### config.mk
export PLATFORM = sky130hd
export DESIGN_NAME = tt_pin_bist
export DESIGN_NICKNAME = d
export VERILOG_FILES = /design/src/rtl/tt_pin_bist.sv
export SDC_FILE = /design/constraint.sdc
export NUM_CORES = 1
export LEC_CHECK = 0
export CAP_MARGIN = 15
export CORE_MARGIN = 5
export CORE_UTILIZATION = 30
export CTS_CLUSTER_SIZE = 24
export DETAILED_ROUTE_END_ITERATION = 7
export DONT_BUFFER_PORTS = 1
export PLACE_DENSITY = 0.55
export SYNTH_ARGS = -nofsm -noshare
export SYNTH_HDL_FRONTEND = slang
export SYNTH_SLANG_ARGS = --single-unit
### constraint.sdc
create_clock -name clk -period 11 [get_ports clk]
set_clock_uncertainty 0.2 [all_clocks]
set_input_delay 2.2 -clock clk [delete_from_list [all_inputs] [get_ports clk]]
set_output_delay 2.2 -clock clk [all_outputs]
set_load 0.03 [all_outputs]
### src/rtl/tt_pin_bist.sv
// Built-in self-test harness: resets a DUT, drives LFSR stimulus, compresses
// latency-aligned responses into a MISR and compares against a golden signature.
module tt_pin_bist #(
    parameter int unsigned     IN_W       = 8,
    parameter int unsigned     OUT_W      = 8,
    parameter int unsigned     SIG_W      = 16,
    parameter int unsigned     CYC_W      = 16,
    parameter int unsigned     LAT        = 0,
    parameter int unsigned     RST_CYCLES = 2,
    parameter logic [IN_W-1:0] LFSR_POLY  = 8'h1D,
    parameter logic [IN_W-1:0] LFSR_SEED  = 8'h01,
    parameter logic [SIG_W-1:0] MISR_POLY = 16'h1021,
    parameter logic [SIG_W-1:0] MISR_SEED = 16'h0000
) (
    input  logic              clk,
    input  logic              rst,
    input  logic              start,
    input  logic [CYC_W-1:0]  cycles,
    input  logic [SIG_W-1:0]  expected_sig,
    output logic [IN_W-1:0]   stim,
    input  logic [OUT_W-1:0]  resp,
    output logic              dut_rst,
    output logic              busy,
    output logic              done,
    output logic              pass,
    output logic [SIG_W-1:0]  signature
);

    // Headroom so cycles + LAT never wraps the elapsed counter.
    localparam int unsigned CNT_W = CYC_W + 4;

    typedef enum logic [2:0] {
        S_IDLE,
        S_RESET,
        S_RUN,
        S_FLUSH,
        S_DONE
    } state_t;

    state_t             state_q;
    logic [CNT_W-1:0]   cyc_q;
    logic [CNT_W-1:0]   rcnt_q;
    logic [CNT_W-1:0]   iss_q;
    logic [CNT_W-1:0]   el_q;
    logic [CNT_W-1:0]   cap_q;
    logic [SIG_W-1:0]   exp_q;
    logic [SIG_W-1:0]   misr_q;
    logic [IN_W-1:0]    stim_q;
    logic               dut_rst_q;
    logic               busy_q;
    logic               done_q;
    logic               pass_q;

    logic [IN_W-1:0]    lfsr_d;
    logic [SIG_W-1:0]   misr_d;
    logic [CNT_W-1:0]   cap_d;
    logic               capture;
    logic               last_issue;
    logic               cap_done;

    // Next LFSR/MISR values and capture bookkeeping for the current cycle.
    always_comb begin
        lfsr_d     = {stim_q[IN_W-2:0], 1'b0} ^ (stim_q[IN_W-1] ? LFSR_POLY : '0);
        misr_d     = misr_q;
        cap_d      = cap_q;
        capture    = ((state_q == S_RUN) || (state_q == S_FLUSH))
                     && ((el_q + CNT_W'(1)) > CNT_W'(LAT))
                     && (cap_q < cyc_q);
        if (capture) begin
            misr_d = {misr_q[SIG_W-2:0], 1'b0}
                     ^ (misr_q[SIG_W-1] ? MISR_POLY : '0)
                     ^ SIG_W'(resp);
            cap_d  = cap_q + CNT_W'(1);
        end
        last_issue = (iss_q + CNT_W'(1)) == cyc_q;
        cap_done   = cap_d == cyc_q;
    end

    always_ff @(posedge clk) begin
        if (rst) begin
            state_q   <= S_IDLE;
            cyc_q     <= '0;
            rcnt_q    <= '0;
            iss_q     <= '0;
            el_q      <= '0;
            cap_q     <= '0;
            exp_q     <= '0;
            misr_q    <= MISR_SEED;
            stim_q    <= '0;
            dut_rst_q <= 1'b0;
            busy_q    <= 1'b0;
            done_q    <= 1'b0;
            pass_q    <= 1'b0;
        end else begin
            done_q <= 1'b0;
            case (state_q)
                S_IDLE: begin
                    if (start) begin
                        cyc_q     <= CNT_W'(cycles);
                        exp_q     <= expected_sig;
                        misr_q    <= MISR_SEED;
                        stim_q    <= '0;
                        pass_q    <= 1'b0;
                        rcnt_q    <= '0;
                        busy_q    <= 1'b1;
                        dut_rst_q <= 1'b1;
                        state_q   <= S_RESET;
                    end
                end
                S_RESET: begin
                    if (rcnt_q == CNT_W'(RST_CYCLES - 1)) begin
                        dut_rst_q <= 1'b0;
                        iss_q     <= '0;
                        el_q      <= '0;
                        cap_q     <= '0;
                        if (cyc_q == '0) begin
                            state_q <= S_DONE;
                            done_q  <= 1'b1;
                            pass_q  <= (misr_d == exp_q);
                        end else begin
                            state_q <= S_RUN;
                            stim_q  <= LFSR_SEED;
                        end
                    end else begin
                        rcnt_q <= rcnt_q + CNT_W'(1);
                    end
                end
                S_RUN: begin
                    iss_q  <= iss_q + CNT_W'(1);
                    el_q   <= el_q + CNT_W'(1);
                    misr_q <= misr_d;
                    cap_q  <= cap_d;
                    if (!last_issue) begin
                        stim_q <= lfsr_d;
                    end else if (cap_done) begin
                        state_q <= S_DONE;
                        done_q  <= 1'b1;
                        pass_q  <= (misr_d == exp_q);
                        stim_q  <= '0;
                    end else begin
                        state_q <= S_FLUSH;
                    end
                end
                S_FLUSH: begin
                    el_q   <= el_q + CNT_W'(1);
                    misr_q <= misr_d;
                    cap_q  <= cap_d;
                    if (cap_done) begin
                        state_q <= S_DONE;
                        done_q  <= 1'b1;
                        pass_q  <= (misr_d == exp_q);
                        stim_q  <= '0;
                    end
                end
                S_DONE: begin
                    busy_q  <= 1'b0;
                    state_q <= S_IDLE;
                end
                default: begin
                    state_q <= S_IDLE;
                end
            endcase
        end
    end

    assign stim      = stim_q;
    assign dut_rst   = dut_rst_q;
    assign busy      = busy_q;
    assign done      = done_q;
    assign pass      = pass_q;
    assign signature = misr_q;

endmodule

## After elaboration in Yosys (flattened, before gate mapping)

Cells that the tools add are included.

| word-level totals | value |
|---|---|
| output and inout bits | 28 |
| word-level logic and storage cells | 100 |
| register bits after elaboration | 143 |

| operators by class | value |
|---|---|
| order comparisons | 2 |
| eq/ne operators | 15 |
| reduce and logical (&&, ||, !) cells | 22 |
| $add $sub $neg | 4 |
| bitwise operators | 3 |
| muxes and demuxes | 41 |

Operators by type and width:

| cell | count |
|---|---|
| one-hot mux 20 bit (2 select lines) | 4 |
| adder 20 x 1 -> 20 bit (second input constant) | 4 |
| two-way mux 20 bit | 4 |
| equality test 20 x 16 -> 1 bit | 2 |
| two-way mux 8 bit | 5 |
| two-way mux 16 bit | 2 |
| one-hot mux 16 bit (2 select lines) | 1 |
| one-hot mux 8 bit (4 select lines) | 1 |
| equality test 20 x 1 -> 1 bit (second input constant) | 1 |
| greater-than comparator 20 x 1 -> 1 bit (second input constant) | 1 |
| zero test 20 bit | 1 |
| less-than comparator 20 x 16 -> 1 bit | 1 |
| two-way mux 3 bit | 6 |
| equality test 16 bit | 1 |
| bitwise XOR 16 x 13 -> 16 bit | 1 |
| bitwise XOR 16 x 8 -> 16 bit | 1 |
| inequality test 2 bit (second input constant) | 7 |
| two-way mux 13 bit | 1 |
| one-hot mux 3 bit (4 select lines) | 1 |
| two-way mux 1 bit | 11 |
| AND reduction 2 bit | 5 |
| nonzero test 2 bit | 5 |
| AND reduction 4 bit | 2 |
| bitwise XOR 8 x 5 -> 8 bit | 1 |
| 14 further kinds | 18 |

## Longest topological paths before layout

| logic depth | value |
|---|---|
| depth after elaboration | 9 |
| gate-level depth with buffers | 15 |
| depth with buffers taken out | 13 |

## Worst setup path after synthesis

No wires, ideal clock.

| timing | value |
|---|---|
| path type | input-to-reg |
| from | input rst |
| to | register pass_q (netlist: pass) |
| required time | 10.728 ns |
| setup slack | 6.851 ns |
| arrival time | 3.878 ns |
| buffers on the path | 1 |
| stages | 9 |
| cells stage by stage | clkbuf_1 nor4_1 nand4_1 or4_1 nor2_1 a21oi_1 a2111oi_0 nand4_1 mux2i_1 |

RTL lines:

| item | line | text |
|---|---|---|
| from (decl) | 16 | `input logic rst,` |
| to (signal assigned) | 119 | `pass_q <= (misr_d == exp_q);` |
| to (signal assigned) | 138 | `pass_q <= (misr_d == exp_q);` |
| to (signal assigned) | 151 | `pass_q <= (misr_d == exp_q);` |
| to (decl) | 52 | `logic pass_q;` |

## Worst setup path after layout

| timing | value |
|---|---|
| from | register el_q[0] |
| to | register pass_q (netlist: pass) |

| between the ends | value |
|---|---|
| cells in the longest elaborated chain, start to end | 9 |
| elaborated cells between the ends (all ways) | 13 |
| those cells by class | 1 x add/sub; 1 x order compare; 2 x eq/ne; 7 x mux; 2 x reduce/logical |

Ends and longest elaborated chain:

| item | line | text |
|---|---|---|
| from (decl) | 44 | `logic [CNT_W-1:0] el_q;` |
| from (signal assigned) | 130 | `el_q <= el_q + CNT_W'(1);` |
| from (signal assigned) | 145 | `el_q <= el_q + CNT_W'(1);` |
| adder 20 x 1 -> 20 bit (*) | 67 | `&& ((el_q + CNT_W'(1)) > CNT_W'(LAT))` |
| greater-than comparator 20 x 1 -> 1 bit (*) | 67 |  |
| logical AND 1 bit (*) | 67 |  |
| logical AND 1 bit (*) | 68 | `&& (cap_q < cyc_q);` |
| two-way mux 20 bit / two-way mux 16 bit (equally long branches) | 69 | `if (capture) begin` |
| equality test 20 x 16 -> 1 bit / equality test 16 bit (equally long branches) | - |  |
| two-way mux 1 bit, on equally long branches | 135, 148, 116 |  |
| two-way mux 1 bit, on equally long branches | 133, 111 |  |
| one-hot mux 1 bit (4 select lines) (*) | 96 | `case (state_q)` |

Every way passes the cells marked *; elsewhere a longest branch is shown, timed or not. The select of a mux whose other input is x is not followed.
A chain may end at the register's enable or synchronous reset.

==> impl_results.html <==
<table>
<tr><th>Metric</th><th>Value</th></tr>
<tr><th colspan="2">Cells and area</th></tr>
<tr><td>Filler cell count in the final layout</td><td>around 3000</td></tr>
<tr><td>Post-route core utilization</td><td>approximately 33%</td></tr>
<tr><td>Inserted Diodes</td><td>0</td></tr>
<tr><td>Ratio of cells with drive above 1 in the final layout</td><td>under 10%</td></tr>
<tr><td>Synthesis-to-finish area growth</td><td>9.20%</td></tr>
<tr><td>Post-layout net count</td><td>approximately 1200</td></tr>
<tr><th colspan="2">Global routing</th></tr>
<tr><td>Largest net degree at the start of global routing</td><td>approximately 130</td></tr>
<tr><td>First-pass GRT wire length</td><td>40600 um</td></tr>
<tr><td>GR Overflow Total</td><td>0</td></tr>
<tr><td>Initial antenna violation count</td><td>0</td></tr>
<tr><td>Vias in the first global route</td><td>approximately 7500</td></tr>
<tr><td>GRT Overall Usage</td><td>15.0%</td></tr>
<tr><th colspan="2">CTS</th></tr>
<tr><td>H-tree depth</td><td>4</td></tr>
<tr><td>Post-cts gate resize count</td><td>0</td></tr>
<tr><td>Maximum number of buffers from clock root to sink</td><td>2</td></tr>
<tr><td>Post-CTS setup buffers</td><td>0</td></tr>
<tr><td>Master cell of the clock root buffer</td><td>sky130_fd_sc_hd__clkbuf_16</td></tr>
<tr><td>Clock Sink Count</td><td>roughly 140</td></tr>
<tr><td>Clock edge transition at the registers on the reported setup and hold paths</td><td>60 ps</td></tr>
<tr><td>Number of clock buffers inserted by TritonCTS</td><td>17</td></tr>
<tr><td>Clock latency of the later-clocked register in the worst-skew pair</td><td>430 ps</td></tr>
<tr><td>Clock tree from TritonCTS</td><td>built</td></tr>
<tr><td>Quantity of hold-fixing buffers added after cts</td><td>0</td></tr>
<tr><th colspan="2">Setup path</th></tr>
<tr><td>Critical path's slowest cell</td><td>sky130_fd_sc_hd__nand2_1</td></tr>
<tr><td>Delay contributed by the slowest stage of the critical path</td><td>approximately 950 ps</td></tr>
<tr><td>Register-to-Register Setup Slack</td><td>6190 ps</td></tr>
<tr><td>Crit path kind</td><td>reg -&gt; reg</td></tr>
<tr><td>Most repeated library cell on the critical path</td><td>sky130_fd_sc_hd__nand3_1</td></tr>
<tr><td>Number of buffer and inverter stages on the critical path</td><td>0</td></tr>
<tr><td>Required @ worst endpoint</td><td>between 10000 and 15000 ps</td></tr>
<tr><td>Worst endpoint data arrival time</td><td>4960 ps</td></tr>
<tr><td>Cell family with the largest share of critical-path delay</td><td>simple AND/OR/NAND/NOR gates</td></tr>
<tr><td>Cell breakdown of the critical path</td><td>ha_1, nand3_1, nor3_1, xor2_1, nor4b_1, nand3_1, nand2_1, a21oi_1, a2111oi_0, nand4_1, mux2i_1</td></tr>
<tr><td>Largest fanout of any net on the critical path</td><td>28</td></tr>
<tr><td>Type of origin of the critical path</td><td>flop</td></tr>
<tr><td>Nature of the critical path endpoint</td><td>flop</td></tr>
<tr><th colspan="2">Synthesis</th></tr>
<tr><td>Avg Cell Area, Syn</td><td>7.51 um2</td></tr>
<tr><td>Top cells by count, synth</td><td>143 x sky130_fd_sc_hd__dfxtp_1, 134 x sky130_fd_sc_hd__nand2_1, 132 x sky130_fd_sc_hd__a21oi_1</td></tr>
<tr><td>Share of async-settable or async-resettable flops after synthesis</td><td>0%</td></tr>
<tr><td>Share of the synthesized area in the top cell type</td><td>32.6%</td></tr>
<tr><td>Cells after Synth</td><td>1169</td></tr>
<tr><td>Library cell with the highest instance count after synthesis</td><td>sky130_fd_sc_hd__dfxtp_1</td></tr>
<tr><td>Distinct cell type count after synthesis</td><td>75</td></tr>
<tr><td>Seq cells post-synth</td><td>approximately 140</td></tr>
<tr><td>Most area-hungry cell type in the Yosys netlist</td><td>sky130_fd_sc_hd__dfxtp_1</td></tr>
<tr><td>Number of synthesized flops with an enable pin</td><td>0</td></tr>
<tr><td>Leading register cell type out of synthesis</td><td>sky130_fd_sc_hd__dfxtp_1</td></tr>
<tr><td>Mapped cell area</td><td>0.00878 mm2</td></tr>
<tr><td>Register area share after synthesis</td><td>about a third</td></tr>
<tr><td>Synth area leaders</td><td>sky130_fd_sc_hd__dfxtp_1 33%, sky130_fd_sc_hd__a21oi_1 7.5%, sky130_fd_sc_hd__nand2_1 5.7%, sky130_fd_sc_hd__nor2_1 5.5%, sky130_fd_sc_hd__xor2_1 4.8%</td></tr>
<tr><td>Nets in the synthesized netlist</td><td>1232</td></tr>
<tr><td>Number of warnings issued by yosys</td><td>0</td></tr>
<tr><th colspan="2">Pwr</th></tr>
<tr><td>Comb power frac</td><td>33.9%</td></tr>
<tr><td>Total Power Consumption</td><td>0.00191 W</td></tr>
<tr><td>LEAKAGE</td><td>3.37 nW</td></tr>
<tr><td>Sw power</td><td>0.000786 W</td></tr>
<tr><td>Fraction of power consumed by sequential logic</td><td>between 30% and 40%</td></tr>
<tr><td>Worst ir drop on vdd</td><td>0.0983 mV</td></tr>
<tr><td>Net switching share of the total power</td><td>41.1%</td></tr>
<tr><td>Power share of the clock group</td><td>a little under a third</td></tr>
<tr><td>Int Power</td><td>approximately 0.0011 W</td></tr>
<tr><td>Areal power density over the cells</td><td>199 mW/mm2</td></tr>
<tr><th colspan="2">Routing</th></tr>
<tr><td>Total wirelength of the detailed-routed design</td><td>25000 um</td></tr>
<tr><td>Wirelength per Cell</td><td>16.6 um</td></tr>
<tr><td>Antenna Nets Post-Route</td><td>0</td></tr>
<tr><td>Via-per-instance ratio</td><td>5.43</td></tr>
<tr><td># DRC</td><td>0</td></tr>
<tr><td>Via Count</td><td>~8200</td></tr>
<tr><td>Count of routing violations after the opening detailed-route iteration</td><td>between 400 and 500</td></tr>
<tr><td>DRT Pass-1 Iters</td><td>5</td></tr>
<tr><th colspan="2">Placement</th></tr>
<tr><td>Count of input and output buffers</td><td>0</td></tr>
<tr><td>Weighted congestion reported at the end of routability-driven placement</td><td>approximately 0.84</td></tr>
<tr><td>Worst setup slack after placement</td><td>roughly 6200 ps</td></tr>
<tr><td>Final HPWL from detailed placement</td><td>17600 um</td></tr>
<tr><th colspan="2">Timing</th></tr>
<tr><td>F_max</td><td>208 MHz</td></tr>
<tr><td>Worst-Margin Slew</td><td>~1000 ps</td></tr>
<tr><td>Final hold viol count</td><td>0</td></tr>
<tr><td>RSZ-0062 raised after global routing</td><td>false</td></tr>
<tr><td>Period utilisation layout</td><td>43.7%</td></tr>
<tr><td>Worst setup slack after layout</td><td>6190 ps</td></tr>
<tr><td>Worst rel slew slack</td><td>slightly above 30%</td></tr>
<tr><td>Hold WS</td><td>285 ps</td></tr>
<tr><td>Post-Route Setup TNS</td><td>0 ps</td></tr>
<tr><td>Period minus WS final</td><td>4810 ps</td></tr>
<tr><td>Max Transition Viols Final</td><td>0</td></tr>
<tr><td>Final setup fails</td><td>0</td></tr>
<tr><th colspan="2">Die</th></tr>
<tr><td>Vertical die dimension</td><td>181 um</td></tr>
<tr><td>Boundary pin count</td><td>71</td></tr>
<tr><td>Die area</td><td>0.0328 mm2</td></tr>
<tr><td>Width of the die</td><td>181 um</td></tr>
<tr><td>Std-Cell Rows</td><td>62</td></tr>
<tr><td>Starting density of the core</td><td>30.5%</td></tr>
<tr><td>Core region area</td><td>0.0288 mm2</td></tr>
<tr><th colspan="2">Worst hold path</th></tr>
<tr><td>Class of the tightest hold or removal check</td><td>reg -&gt; reg</td></tr>
<tr><th colspan="2">Flow run</th></tr>
<tr><td>Max cap viols</td><td>0</td></tr>
<tr><th colspan="2">Status</th></tr>
<tr><td>Run status</td><td>complete, no violations</td></tr>
</table>
-- layout by cell type, fill, tap and decap left out, types with 3 or more instances in the layout --
master / count
sky130_fd_sc_hd__a31oi_1: 21
sky130_fd_sc_hd__and2_1: 15
sky130_fd_sc_hd__dfxtp_1: 143
sky130_fd_sc_hd__nand2_1: 134
sky130_fd_sc_hd__inv_6: 6
sky130_fd_sc_hd__a21oi_1: 132
sky130_fd_sc_hd__a211oi_1: 18
sky130_fd_sc_hd__buf_4: 6
sky130_fd_sc_hd__ha_1: 20
sky130_fd_sc_hd__o21ai_0: 46
sky130_fd_sc_hd__inv_1: 35
sky130_fd_sc_hd__or2_2: 4
sky130_fd_sc_hd__nand3b_1: 6
sky130_fd_sc_hd__o22ai_1: 8
sky130_fd_sc_hd__or4_1: 3
sky130_fd_sc_hd__nor2_1: 126
sky130_fd_sc_hd__mux2i_1: 4
sky130_fd_sc_hd__nor2_2: 3
sky130_fd_sc_hd__nor2b_1: 6
sky130_fd_sc_hd__a22oi_1: 13
sky130_fd_sc_hd__a221oi_1: 5
sky130_fd_sc_hd__nand2b_1: 6
sky130_fd_sc_hd__nor4_4: 4
sky130_fd_sc_hd__or3_1: 12
sky130_fd_sc_hd__o31ai_1: 3
sky130_fd_sc_hd__and4_1: 9
sky130_fd_sc_hd__nand4_1: 27
sky130_fd_sc_hd__xor2_1: 48
sky130_fd_sc_hd__o211ai_1: 7
sky130_fd_sc_hd__o2111ai_1: 3
sky130_fd_sc_hd__a311oi_1: 12
sky130_fd_sc_hd__a21o_1: 4
sky130_fd_sc_hd__clkinvlp_4: 3
sky130_fd_sc_hd__clkbuf_16: 17
sky130_fd_sc_hd__nor4_1: 22
sky130_fd_sc_hd__nand3_1: 41
sky130_fd_sc_hd__and3_1: 23
sky130_fd_sc_hd__xnor2_1: 45
sky130_fd_sc_hd__nor3_1: 31
-- metrics by stage --
stage                     instances  instance area [um2]
final                          1511                 9590
after global routing           1511                 9590
after CTS                      1511                 9590
after detailed placement       1479                 9000
after global placement         1479                 9000
after floorplan                1169                 8780
-- state kept, by name, indices dropped and copies added (netlist names) --
name and count:
busy 1, cap_q 20, dut_rst 1, signature 16
stim 8, done 1, exp_q 16, state_q 3
iss_q 20, pass 1, rcnt_q 20, cyc_q 16
el_q 20
-- area by class of cell --
cell class,instances,area [um2],area share [%]
clock buffers,18,439,4.58
clock inverters,14,154,1.60
inverters,35,131,1.37
multi-input cells,911,5480,57.1
flip-flops and latches,143,2860,29.9
well taps,384,480,5.01
repair buffers,6,45.0,0.470
-- cells by family (layout without fill, tap and decap cells) --
| family | count (synthesis) | after routing | synth area share [%] |
|---|---|---|---|
| AOI/OAI and AO/OA | 300 | 300 | 21.0 |
| and+or+nand+nor | 493 | 493 | 28.6 |
| buffers and inverters | 115 | 73 | 5.11 |
| xor gates and xnor gates | 93 | 93 | 9.27 |
| DFF | 143 | 143 | 32.6 |
| adders and majority gates | 20 | 20 | 2.85 |
| muxes | 5 | 5 | 0.584 |
-- final timing paths --
path / endpoint / cells past startpoint / from
worst max-delay path: pass / 11 / el_q[0]
worst min-delay path: cap_q[19] / 1 / cap_q[19]
worst max register to register: pass / 11 / el_q[0]
worst min register to register: cap_q[19] / 1 / cap_q[19]
-- power by group through the flow --
stage	registers, W	clock network, W	logic, W
4_1_cts	0.000675	0.000601	0.000649
3_3_place_gp	0.000686	0	0.000642
3_5_place_dp	0.000687	0	0.000646
5_1_grt	0.000684	0.000624	0.000729
6_report	0.000674	0.000590	0.000648
2_1_floorplan	0.000644	0	0.000508
-- metal layers --
layer	global-route usage, %	vias to the layer above	part of all wire [%]
met5	0	-	0
li1	-	4096	-
met1	20.1	3875	47
met3	3.12	31	5.0
met2	24.1	203	46
met4	4.71	0	1.7
Note: power is estimated with default switching activity, not from simulation.
